<file path="src/rtl/store_narrow_unit_if.sv">
// Store request and data-memory bundle for store_narrow_unit.
// The requester/memory side uses master and the store unit uses slave.
interface store_narrow_unit_if;
  logic        req_valid;
  logic        req_ready;
  logic [31:0] req_addr;
  logic [31:0] req_data;
  logic [1:0]  req_size;
  logic        done;
  logic        misaligned;
  logic [29:0] mem_addr;
  logic        mem_re;
  logic [31:0] mem_rdata;
  logic        mem_we;
  logic [31:0] mem_wdata;

  modport slave (
    input  req_valid, req_addr, req_data, req_size, mem_rdata,
    output req_ready, done, misaligned, mem_addr, mem_re, mem_we, mem_wdata
  );

  modport master (
    output req_valid, req_addr, req_data, req_size, mem_rdata,
    input  req_ready, done, misaligned, mem_addr, mem_re, mem_we, mem_wdata
  );
endinterface

</file>
<file path="src/rtl/store_narrow_unit.sv">
// MIPS sb/sh/sw narrowing with read-modify-write to a word memory; write 1 cycle after accept (word), 3 (sub-word).
// req_ready only in IDLE, so the requester holds its request while the unit is busy.
module store_narrow_unit (
  input  logic                 clk,
  input  logic                 rst,
  store_narrow_unit_if.slave   bus
);

  localparam logic [2:0] IDLE  = 3'd0;
  localparam logic [2:0] READ  = 3'd1;
  localparam logic [2:0] MERGE = 3'd2;
  localparam logic [2:0] WRITE = 3'd3;
  localparam logic [2:0] ERR   = 3'd4;

  logic [2:0]  state;
  logic [31:0] addr_q;
  logic [15:0] data_q;
  logic [1:0]  size_q;
  logic [31:0] wdata_q;
  logic [31:0] merged;

  // Big-endian lanes: byte offset 0 is the most significant byte.
  always_comb begin
    merged = bus.mem_rdata;
    if (size_q == 2'b00) begin
      case (addr_q[1:0])
        2'd0:    merged[31:24] = data_q[7:0];
        2'd1:    merged[23:16] = data_q[7:0];
        2'd2:    merged[15:8]  = data_q[7:0];
        default: merged[7:0]   = data_q[7:0];
      endcase
    end else if (addr_q[1]) begin
      merged[15:0] = data_q;
    end else begin
      merged[31:16] = data_q;
    end
  end

  always_ff @(posedge clk) begin
    if (rst) begin
      state   <= IDLE;
      addr_q  <= '0;
      data_q  <= '0;
      size_q  <= '0;
      wdata_q <= '0;
    end else begin
      case (state)
        IDLE: begin
          if (bus.req_valid) begin
            addr_q <= bus.req_addr;
            data_q <= bus.req_data[15:0];
            size_q <= bus.req_size;
            if (bus.req_size == 2'b10 && bus.req_addr[1:0] == 2'b00) begin
              wdata_q <= bus.req_data;
              state   <= WRITE;
            end else if (bus.req_size == 2'b00 ||
                         (bus.req_size == 2'b01 && !bus.req_addr[0])) begin
              state <= READ;
            end else begin
              state <= ERR;
            end
          end
        end
        READ:  state <= MERGE;
        MERGE: begin
          wdata_q <= merged;
          state   <= WRITE;
        end
        WRITE:   state <= IDLE;
        ERR:     state <= IDLE;
        default: state <= IDLE;
      endcase
    end
  end

  assign bus.req_ready  = (state == IDLE);
  assign bus.mem_re     = (state == READ);
  assign bus.mem_we     = (state == WRITE);
  assign bus.done       = (state == WRITE);
  assign bus.misaligned = (state == ERR);
  assign bus.mem_addr   = (state == IDLE) ? 30'd0 : addr_q[31:2];
  assign bus.mem_wdata  = wdata_q;

endmodule

</file>
<file path="src/flat_wrapper.sv">
// flat-port wrapper written by rule: the top's interface ports become plain ports
module store_narrow_unit_flat 
  (clk, rst, bus_req_valid, bus_req_addr, bus_req_data, bus_req_size, bus_mem_rdata, bus_req_ready, bus_done, bus_misaligned, bus_mem_addr, bus_mem_re, bus_mem_we, bus_mem_wdata);
  store_narrow_unit_if bus_i ();
  input  logic clk;
  input  logic rst;
  input wire logic [$bits(bus_i.req_valid)-1:0] bus_req_valid;
  input wire logic [$bits(bus_i.req_addr)-1:0] bus_req_addr;
  input wire logic [$bits(bus_i.req_data)-1:0] bus_req_data;
  input wire logic [$bits(bus_i.req_size)-1:0] bus_req_size;
  input wire logic [$bits(bus_i.mem_rdata)-1:0] bus_mem_rdata;
  output wire logic [$bits(bus_i.req_ready)-1:0] bus_req_ready;
  output wire logic [$bits(bus_i.done)-1:0] bus_done;
  output wire logic [$bits(bus_i.misaligned)-1:0] bus_misaligned;
  output wire logic [$bits(bus_i.mem_addr)-1:0] bus_mem_addr;
  output wire logic [$bits(bus_i.mem_re)-1:0] bus_mem_re;
  output wire logic [$bits(bus_i.mem_we)-1:0] bus_mem_we;
  output wire logic [$bits(bus_i.mem_wdata)-1:0] bus_mem_wdata;
  assign bus_i.req_valid = bus_req_valid;
  assign bus_i.req_addr = bus_req_addr;
  assign bus_i.req_data = bus_req_data;
  assign bus_i.req_size = bus_req_size;
  assign bus_i.mem_rdata = bus_mem_rdata;
  assign bus_req_ready = bus_i.req_ready;
  assign bus_done = bus_i.done;
  assign bus_misaligned = bus_i.misaligned;
  assign bus_mem_addr = bus_i.mem_addr;
  assign bus_mem_re = bus_i.mem_re;
  assign bus_mem_we = bus_i.mem_we;
  assign bus_mem_wdata = bus_i.mem_wdata;
  store_narrow_unit u_core (.clk(clk), .rst(rst), .bus(bus_i));
endmodule
</file>
<file path="config.mk">
export PLATFORM = sky130hd
export DESIGN_NAME = store_narrow_unit_flat
export DESIGN_NICKNAME = d
export VERILOG_FILES = /design/src/rtl/store_narrow_unit_if.sv /design/src/rtl/store_narrow_unit.sv /design/src/flat_wrapper.sv
export SDC_FILE = /design/constraint.sdc
export NUM_CORES = 1
export LEC_CHECK = 0
export CORE_ASPECT_RATIO = 0.5
export CORE_MARGIN = 2
export CORE_UTILIZATION = 47
export CTS_BUF_LIST = sky130_fd_sc_hd__clkbuf_2
export CTS_CLUSTER_SIZE = 25
export DETAILED_ROUTE_END_ITERATION = 8
export PLACE_DENSITY = 0.88
export SYNTH_ARGS = -nofsm -noshare
export SYNTH_HDL_FRONTEND = slang
export SYNTH_SLANG_ARGS = --single-unit
</file>
<file path="constraint.sdc">
create_clock -name clk -period 4.2 [get_ports clk]
set_clock_uncertainty 0.1 [all_clocks]
set_input_delay 1.05 -clock clk [delete_from_list [all_inputs] [get_ports clk]]
set_output_delay 1.05 -clock clk [all_outputs]
set_load 0.005 [all_outputs]
</file>
### Word level (Yosys, flattened, before mapping)

Index checks and enable logic that the tools add are counted.

* register bits after elaboration: 85

* reductions and logical operators: 13
* equality and inequality tests: 10
* mux-type cells: 15

Operators by type and width (number)
* $mux 32: 3
* $pmux 32 s2: 1
* $mux 16: 2
* $mux 8: 4
* $mux 30: 1
* $mux 3: 3
* $pmux 3 s3: 1
* $logic_not 2->1: 4
* $eq 3x2->1 const B: 2
* $eq 2x1->1 const B: 2
* $eq 2x2->1 const B: 2
* $eq 3x1->1 const B: 1
* $eq 3x3->1 const B: 1
* $logic_not 3->1: 1
* $reduce_and 3->1: 1
* $reduce_or 3->1: 1
* $logic_and 1x1->1: 2
* $ne 2x1->1 const B: 1
* $ne 2x2->1 const B: 1
* $reduce_and 2->1: 1
* $reduce_bool 2->1: 1
* $logic_not 1->1: 1
* $logic_or 1x1->1: 1

### Logic depth before layout (Yosys ltp)

* word-level depth: 7
* gate-level depth with buffers: 7
* gate-level depth less buffers: 4

### Worst setup path after synthesis

OpenSTA, ideal clock, no wires.

* kind: input -> register
* start: in rst
* end: reg u_core.wdata_q[22], in the netlist u_core.bus.mem_wdata[22]
* setup time: 117 ps
* path slack: 1786 ps
* buffers on the path: 3
* cell stages on the path: 7
* data required time: 3983 ps
* arrival: 2196 ps
* cells stage by stage: clkbuf_1 nor3_1 and4_1 clkbuf_2 buf_2 a21o_1 a32o_1

RTL lines
* start: declaration: line flat_wrapper.sv:6 `input logic rst;`
* end signal: assignment: line store_narrow_unit.sv:54 `wdata_q <= bus.req_data;`
* end signal: assignment: line store_narrow_unit.sv:66 `wdata_q <= merged;`
* end: declaration: line store_narrow_unit.sv:19 `logic [31:0] wdata_q;`

### Worst setup path after layout

* start: reg u_core.state[2]
* end: out bus_mem_addr[10]

* word-level cells in the longest chain between the ends: 2

Ends and longest elaborated chain
* start: declaration: line store_narrow_unit.sv:15 `logic [2:0] state;`
* start signal: assignment: line store_narrow_unit.sv:41 `state <= IDLE;`
* start signal: assignment: line store_narrow_unit.sv:55 `state <= WRITE;`
* start signal: assignment: line store_narrow_unit.sv:58 `state <= READ;`
* $logic_not 3->1: line store_narrow_unit.sv:81 `assign bus.mem_addr = (state == IDLE) ? 30'd0 : addr_q[31:2];`
* $mux 30: line store_narrow_unit.sv:81
* end: declaration: line flat_wrapper.sv:15 `output wire logic [$bits(bus_i.mem_addr)-1:0] bus_mem_addr;`

No other way between the ends.

==> impl_summary.txt <==
----------------------------------------------------
[Status]
  Status ... completed

[Run]
  MaxCap Viol Count ... 0

[Worst setup path]
  Max Fanout on Critical Path ... 21
  Startpoint type of the worst setup path ... flop
  CP arrival ... 2.45 ns
  Critical Path Start ... u_core.state[2]$_SDFFE_PP0P_
  Register-to-Register Setup Slack ... 1.58 ns
  Capturing point of the worst reg2reg path ... u_core.addr_q[9]$_SDFFE_PP0P_
  Critical setup path kind ... reg2out
  Worst setup path endpoint ... bus_mem_addr[10]
  FF-to-FF path depth ... 5
  Critical path endpoint category ... primary output
  Req. time, crit path ... 3.05 ns
  Startpoint of the most critical register-to-register path ... u_core.state[2]$_SDFFE_PP0P_

[Logic synthesis]
  FF+latch count, synth ... 85
  Most instantiated flip-flop cell in the synthesis netlist ... sky130_fd_sc_hd__dfxtp_1
  Cell area after synthesis ... 0.00391 mm²
  Async set-or-reset flop fraction in the synthesized netlist ... 0%
  Largest area contributor in the synthesized netlist ... sky130_fd_sc_hd__dfxtp_1
  Post-synth top area share ... 43.5%
  Sequential element share of the synthesized area ... 43.5%
  Leading cell type by number of instances after synthesis ... sky130_fd_sc_hd__nand2_1
  Number of enable flip-flop cells after synthesis ... 0
  Syn Nets ... 603
  Yosys warns ... 0
  Commonest cells in the netlist ... sky130_fd_sc_hd__nand2_1, sky130_fd_sc_hd__dfxtp_1, sky130_fd_sc_hd__a21oi_1
  Netlist cell types ... 32
  Top area cells in the synthesized netlist ... sky130_fd_sc_hd__dfxtp_1, sky130_fd_sc_hd__nand2_1, sky130_fd_sc_hd__a21oi_1, sky130_fd_sc_hd__nor2b_1, sky130_fd_sc_hd__a311oi_1
  Number of instances in the synthesized netlist ... 502
  Mean instance size in the synthesized netlist ... 7.78 µm²

[GRT]
  Vias in the first global route ... 3763
  Wire length of the first global-routing pass ... 18100 µm
  Pin count of the biggest net entering global routing ... 69
  Total routing usage reported by global routing ... 25.4%
  Antenna violations before repair ... 0
  Overflow left after global routing ... 0

[Cells and area]
  Number of diodes ... 0
  Layout Nets ... 738
  Area overhead of the layout relative to synthesis ... 45.1%
  Ratio of cells with drive above 1 in the final layout ... 3.74%
  Count of fill cells added during filler insertion ... 655

[Clock tree]
  Clock latency of the later-clocked register in the worst-skew pair ... 0.57 ns
  Clock-pin slew reported for the worst setup and hold paths after clock tree synthesis ... 0.21 ns
  Number of clock sinks seen by CTS ... 85
  Number of clock buffers inserted by TritonCTS ... 9
  TritonCTS clock tree ... yes
  Setup Fix Bufs, Post-CTS ... 0
  Cts-stage hold buffer count ... 0
  CTS Root Cell ... sky130_fd_sc_hd__clkbuf_2
  CTS Buffer Depth ... 2
  Number of H-tree levels ... 3
  Cts repair resizes ... 0

[Route]
  Routed wire per std cell ... 15.2 µm
  Drt first-iter violations ... 314
  Sum of routed wire length over all layers ... 11500 µm
  Number of remaining DRC errors ... 0
  Total number of vias ... 4095
  Via-per-instance ratio ... 5.43
  Number of routed nets with antenna violations ... 0
  First-pass iteration count of the detailed router ... 5

[Place]
  Final weighted congestion in routability-driven placement ... 0.820
  Sum of net half-perimeters after detailed placement ... 7980 µm
  Total of buffers placed on input and output ports ... 167

[STA]
  Fin Hold WS ... 0.365 ns
  Setup repair after global routing missed its margin ... no
  Setup-failing EPs final ... 0
  Maximum achievable frequency ... 0.277 GHz
  Crit share post-route ... 85.8%
  Final Hold Viols ... 0
  Minimum clock period ... 3.60 ns
  Worst-Margin Slew ... 1.08 ns
  Final slew viol count ... 0
  Relative slew margins ... 27.8%
  Total Negative Setup Slacks ... 0 ns

[Min path]
  Hold Path Class ... reg2reg
  Worst min-delay path startpoint ... u_core.addr_q[22]$_SDFFE_PP0P_

[Power and ir drop]
  Leakage power summed over all cells ... 0.00210 µW
  Power Dens Cells ... 336 mW/mm²
  Largest vdd supply drop ... 0.000210 V

[Floorplanning]
  Ports placed on the boundary ... 168
  Count of standard-cell rows ... 23
  Starting utilization of the core area ... 48.7%
  Area of the die ... 0.00910 mm²
  Core Region ... 0.00803 mm²
  Die Y-Extent ... 68.5 µm
  Width of the die ... 133 µm

----------------------------------------------------
-- state kept, by name, summed over array words and instances, names as in the netlist --
| register | flops |
|---|---|
| u_core.addr_q | 32 |
| u_core.data_q | 16 |
| u_core.size_q | 2 |
| u_core.bus.mem_wdata | 32 |
| u_core.state | 3 |
-- how the worst min path moves through the flow --
| stage | cells after the start | slack (ns) | endpoint |
|---|---|---|---|
| floorplan | 2 | 0.33 | u_core.addr_q[10]$_SDFFE_PP0P_ |
| global placement | 2 | 0.34 | u_core.addr_q[15]$_SDFFE_PP0P_ |
| detailed placement | 2 | 0.34 | u_core.addr_q[3]$_SDFFE_PP0P_ |
| CTS | 2 | 0.37 | u_core.addr_q[3]$_SDFFE_PP0P_ |
| global route | 2 | 0.39 | u_core.addr_q[14]$_SDFFE_PP0P_ |
| finish | 2 | 0.36 | u_core.addr_q[22]$_SDFFE_PP0P_ |
-- metal layers --
metal  wire length, µm  vias to the layer above  GRT usage (%)  share of wire [%]
met1              4910                     1905           31.6                 43
met4               191                        0           8.74                1.7
met5                 0                        -              0                  0
met3               793                       19           6.96                6.9
li1                  -                     2020              -                  -
met2              5550                      151           43.4                 48
-- cell families (layout without fill, tap and decap cells) --
family                 Yosys count  in the layout  synth area share, %
and+or+nand+nor                221            221                 25.3
AOI/OAI and AO/OA              148            148                 25.4
DFF                             85             85                 43.5
buffers and inverters           48            188                 5.76
-- layout by cell type, fill, tap and decap left out, drive strengths merged, types with 2 or more instances in the layout --
cell type	instances
clkdlybuf4s50	166
nand2	125
dfxtp	85
a21oi	61
nor2	36
nor2b	32
a311oi	17
o21ai	16
o221ai	16
a21o	16
nor3	11
clkbuf	9
or3	8
a32o	8
o2bb2ai	8
buf	5
clkinv	5
nor3b	3
o21a	2
bufinv	2
and2	2
-- critical path, stage by stage, from the launching register on --
cell,delay [ns]
sky130_fd_sc_hd__dfxtp_1,0.46
sky130_fd_sc_hd__nor3_4,0.53
sky130_fd_sc_hd__buf_4,0.35
sky130_fd_sc_hd__nor2b_1,0.08
sky130_fd_sc_hd__clkdlybuf4s50_1,0.48
-- layout make-up --
cell class	instances	area, µm²	area share (%)
clock buffers	9	45.0	0.795
clock inverters	7	90.1	1.59
inverters	1	3.75	0.0662
multi-input cells	369	1990	35.1
flip-flops and latches	85	1700	30.0
well taps	112	140	2.47
repair buffers	171	1700	29.9
-- power breakdown --
group	internal [µW]	leakage, µW	switching [µW]
logic	256	0.00133	236
clock network	194	0.0000793	287
registers	881	0.000696	51.6
-- stage by stage --
step	area, µm²	total power (µW)	std cells	util, %	worst slack, ns
global placement	5530	1430	738	68.9	1.08
CTS	5670	1920	754	70.6	0.532
detailed placement	5530	1440	738	68.9	1.05
floorplan	3910	1190	502	-	1.79
finish	5670	1910	754	70.6	0.596
global route	5670	2010	754	70.6	0.399
Note: power is estimated with default switching activity, not from simulation.
